==> src/rtl/lfsr_pkg.sv <==
// Shared types for the LFSR period checker: FSM state encoding and counter width helper.
package lfsr_pkg;

   typedef enum logic [1:0] {
      IDLE    = 2'd0,
      COUNT   = 2'd1,
      DONE    = 2'd2,
      TIMEOUT = 2'd3
   } lfsr_chk_state_t;

   // The period counter needs one extra bit so it can reach 2**WIDTH without wrapping.
   function automatic int LFSR_CHK_CNT_W(input int width);
      return width + 1;
   endfunction

endpackage

==> src/rtl/lfsr_visit_map.sv <==
// One-bit-per-state visited map used to spot an LFSR sequence that repeats before returning to the reference.
module lfsr_visit_map
   import lfsr_pkg::*;
#(
   parameter int WIDTH = 3
)
(
   input  logic             clock,
   input  logic             reset,
   input  logic             clear,
   input  logic             mark,
   input  logic [WIDTH-1:0] value,
   output logic             seen
);

   localparam int DEPTH = 1 << WIDTH;

   logic [DEPTH-1:0] map_q;
   logic [DEPTH-1:0] map_d;

   always_comb begin
      map_d = map_q;
      if (clear) begin
         map_d = '0;
      end else if (mark) begin
         map_d[value] = 1'b1;
      end
   end

   always_ff @(posedge clock or negedge reset) begin
      if (!reset) begin
         map_q <= '0;
      end else begin
         map_q <= map_d;
      end
   end

   assign seen = map_q[value];

endmodule

==> config.mk <==
export PLATFORM = sky130hd
export DESIGN_NAME = lfsr_visit_map
export DESIGN_NICKNAME = d
export VERILOG_FILES = /design/src/rtl/lfsr_pkg.sv /design/src/rtl/lfsr_visit_map.sv
export SDC_FILE = /design/constraint.sdc
export NUM_CORES = 1
export LEC_CHECK = 0
export ABC_AREA = 1
export CORE_AREA = 2 2 39 41
export DETAILED_ROUTE_END_ITERATION = 10
export DIE_AREA = 0 0 41 43
export DONT_BUFFER_PORTS = 1
export GPL_ROUTABILITY_DRIVEN = 0
export REMOVE_ABC_BUFFERS = 1
export SYNTH_ARGS = -nofsm -noshare
export SYNTH_HDL_FRONTEND = slang
export SYNTH_SLANG_ARGS = --single-unit
==> constraint.sdc <==
create_clock -name clock -period 0.8 [get_ports clock]
set_input_delay 0.08 -clock clock [delete_from_list [all_inputs] [get_ports clock]]
set_output_delay 0.08 -clock clock [all_outputs]
set_load 0.05 [all_outputs]
Word level (Yosys, flattened, before mapping)
Cells that the tools add are included.
W data, S select, Z words.

storage, ports and cells
  register bits after elaboration = 8
  bits in latches = 0
  RAM bits = 0
  memory bits (read-only) = 0
  input port bits = 7
  output and inout port bits = 1
  logic and storage cells = 12
  memories kept = 0

operators by class
  add/sub/neg operators = 0
  $mul = 0
  divide/modulo/power cells = 0
  magnitude comparators = 2
  equal/unequal tests = 0
  shift-type cells = 0
  mux-type cells = 6
  bitwise operators = 1
  reductions and logical operators = 2

operator list
  cell                  count
  $mux W8               2
  $or A8 B8 Y8          1
  $lt A3 B4 Y1 const B  1
  $bmux W1 S3           1
  $demux W1 S3          1
  $ge A3 B1 Y1 const B  1
  $mux W1               2
  $reduce_bool A2 Y1    1
  $logic_and A1 B1 Y1   1

Logic depth before layout (Yosys ltp)
  depth in word-level cells = 7
  mapped depth = 8
  mapped depth without buffers = 7

Worst setup path after synthesis
Ideal clock, no wire load.

  kind = register to output
  start point = register map_q[6]
  end point = output seen
  arrival time = 893 ps
  data required time = 720 ps
  setup slack = -173 ps
  stages on the path, launching flop included = 7
  path buffers = 0
  cell sequence = dfrtp_1 -> nand2_2 -> nand2_1 -> nand2_1 -> nand2_1 -> nand2_1 -> nand2_1

on the way
  longest elaborated chain between the ends = 2

RTL lines
  item                           RTL line              source
  start: declaration             lfsr_visit_map.sv:18  logic [DEPTH-1:0] map_q;
  start signal: assignment       lfsr_visit_map.sv:34  map_q <= map_d;
  $bmux W1 S3                    lfsr_visit_map.sv:38  assign seen = map_q[value];
  $mux W1 (not written as such)  lfsr_visit_map.sv:38
  end: declaration               lfsr_visit_map.sv:13  output logic seen

Every way passes these cells. The select of a mux whose other input is x is not followed.

Worst setup path after layout
  start point = register map_q[2]
  end point = output seen

Same word-level chain as after synthesis.

==> results.tsv <==
stage	metric	value	unit
outcome	status	complete, but fails checks	
outcome	failing checks	setup timing	
sta	final hold vios	0	
clocking	CTS tree	yes	
finish	commonest non-fill, non-tap cell in the layout	nand2_1	
clocking	post-CTS setup buffers	0	
place	hpwl dp	607	um
finish	fillers	145	
sta	fin crit share	149	%
grt	GRT Util Overall	11.9	%
logic_synthesis	Syn Inst Count	60	
logic_synthesis	Synth Area per Inst	7.13	um2
sta	Fin Clk Skew	0	ns
critical_path	Crit Path Class	register to output port	
sta	Setup TNS	-0.389	ns
clocking	Bufs on Longest Clock Path	2	
finish	layout cell share with drive strength beyond 1	15.4	%
finish	Biggest register	map_q	
grt	global-route wire length before repair	1350	um
grt	initial antenna violation count	0	
pwr	Pwr Density	1610	nW/um2
critical_path	CP max FO	2	
logic_synthesis	Synth area leader	dfrtp_1	
critical_path	Crit Reg-Reg Startpoint	map_q[6]$_DFFE_PN0P_	
route	# DRC	0	
clocking	TritonCTS Sinks	8	
route	TritonRoute pass-1 iters	1	
sta	RSZ-0062 raised after global routing	true	
critical_path	Critical Path Sink	seen	
finish	cell area after layout	508	um2
finish	non-filler cells, final	81	
clocking	worst skew pair latency	0.24	ns
die	die width	41	um
critical_path	Worst EP required	0.72	ns
pwr	Worst VDD drop	0.580	mV
die	Die Y	43	um
grt	gr ovfl total	0	
logic_synthesis	synthesized cell area	428	um2
critical_path	delay-heaviest family, CP	flip-flops	
route	vias per cell	4.37	
logic_synthesis	yosys warns	0	
clocking	number of buffers created by CTS	3	
critical_path	Crit. Startpoint	map_q[2]$_DFFE_PN0P_	
critical_path	slowest cell delay on critical path	0.38	ns
sta	max-slew violations	0	
clocking	H-tree depth	1	
place	Inst Count DP	75	
logic_synthesis	most area-consuming cells after synthesis	dfrtp_1 (47%), nand2_1 (19%), a21oi_1 (9.4%), nor2_1 (7.0%), inv_1 (4.4%)	
route	routed len/inst	8.91	um
grt	Global Route met3 Usage	3.14	%
critical_path	reg-to-reg endpoint	map_q[6]$_DFFE_PN0P_	
sta	Worst-Margin Slew	0.340	ns
grt	largest net degree at the start of global routing	9	
grt	met2 Use GR	16.9	%
sta	WHS	0.0139	ns
critical_path	Startpoint Class	register	
logic_synthesis	post-synthesis sequential area ratio	46.8	%
clocking	Worst-path clk slew	0.05	ns
finish	Largest regs	map_q (8)	
route	vias post-DR	354	
die	die area	1760	um2
die	Core ar.	1380	um2
die	Starting Density	30.9	%
route	DRT antenna net count	0	
sta	max frequency	841	MHz
hold_path	worst hold path class	input port to register	
critical_path	Slowest cell on crit path	dfrtp_1	
route	initial DRC count	0	
logic_synthesis	distinct cell type count after synthesis	12	
critical_path	flop2flop setup slack	0.11	ns
critical_path	critical-path cell list	nand2_1 > nand2_1 > nand2_1 > nand2_1 > nand2_1 > nand2_2 > buf_12	
place	I/O Buffers	0	
critical_path	CP Capture Type	output port	
place	Placed Area	453	um2
finish	commonest cells after routing, fill and taps aside	nand2_1 (21), a21oi_1 (8), nor2_1 (8), dfrtp_1 (8), inv_1 (5)	
pwr	Leak	0.269	nW
critical_path	Buffers & Inverters on Critical Path	1	
sta	Slew headroom	77.3	%
logic_synthesis	register bit count reported by yosys	8	
critical_path	Levels on crit path	7	
route	drt total wl	722	um
grt	GRT busiest layer	met2	
finish	flip-flop count of the largest register after layout	8	
die	# rows	14	
flow_run	max-cap violations	0	
critical_path	CP dominant cell by count	nand2_1	
clocking	clock root buffer	clkbuf_4	
sta	final setup vio count	1	
finish	area added between synthesis and finish	18.7	%
sta	post-layout min period	1.19	ns
die	Top Ports	8	
critical_path	Arr. time, crit path	1.11	ns
finish	final net count	74	
sta	Final WS setup	-0.389	ns
grt	vias in the first global route	365	
critical_path	FF-to-FF path depth	2	
grt	GR Util met1	13.2	%
finish	antenna cell count	0	
logic_synthesis	share of the synthesized area in the top cell type	46.8	%
==> through the flow <==
stage          setup WS (ns)  power (mW)  utilization [%]
3_5_place_dp          -0.143       0.514             32.7
6_report              -0.389       0.816             36.7
2_1_floorplan         -0.173       0.492                -
3_3_place_gp          -0.142       0.514             32.7
4_1_cts               -0.403       0.838             36.7
5_1_grt               -0.474       0.885             36.7
==> cell families (layout without fill, tap and decap cells) <==
kind of cell | count (synthesis) | count (layout) | share of synthesized area [%]
compound gates | 8 | 8 | 9.36
buf+inv | 10 | 15 | 11.7
flops | 8 | 8 | 46.8
simple gates | 34 | 34 | 32.2
==> cells in the mapped netlist <==
cell type,count
nand2_1,22
a21oi_1,8
dfrtp_1,8
nor2_1,8
inv_1,5
inv_2,2
nand4_1,2
buf_1,1
buf_6,1
inv_6,1
nand2_2,1
nor2_2,1
==> worst min path at each step <==
stage / cells after the start / end / from / slack (ns)
after global routing: 2 / map_q[1]$_DFFE_PN0P_ / value[0] / 0.02
after CTS: 2 / map_q[1]$_DFFE_PN0P_ / value[0] / 0.003
after detailed placement: 0 / map_q[7]$_DFFE_PN0P_ / reset / -0.22
after floorplan: 0 / map_q[0]$_DFFE_PN0P_ / reset / -0.22
final: 2 / map_q[1]$_DFFE_PN0P_ / value[0] / 0.01
after global placement: 0 / map_q[7]$_DFFE_PN0P_ / reset / -0.22
==> repair_timing <==
item,in CTS,in global routing
resized for setup,1,0
hold buffers,3,0
hold endpoints to repair,16,0
pin swaps,3,2
endpoints found under the setup margin,1,1
==> routing by layer <==
layer / share of wire (%) / vias to the layer above
met2: 53 / 5
met5: 0 / -
li1: - / 193
met3: 4.6 / 2
met4: 1.1 / 0
met1: 41 / 154
==> cell type report <==
class | instances | area, um2 | area share [%]
clock buffer | 3 | 22.5 | 4.43
inverter | 8 | 35.0 | 6.90
multi-input combinational | 42 | 180 | 35.5
sequential | 8 | 200 | 39.4
tap | 16 | 20.0 | 3.94
timing repair buffer | 4 | 50.0 | 9.85
==> power by group <==
group	switching (mW)	internal (mW)
sequential	0.00695	0.419
clock	0.114	0.170
combinational	0.0614	0.0436
==> worst register-to-register path: stages, from the launching register on <==
cell and delay [ns]:
dfrtp_1 0.38, a21oi_1 0.14, nor2_1 0.05
Power figures use the tool's default switching activity.
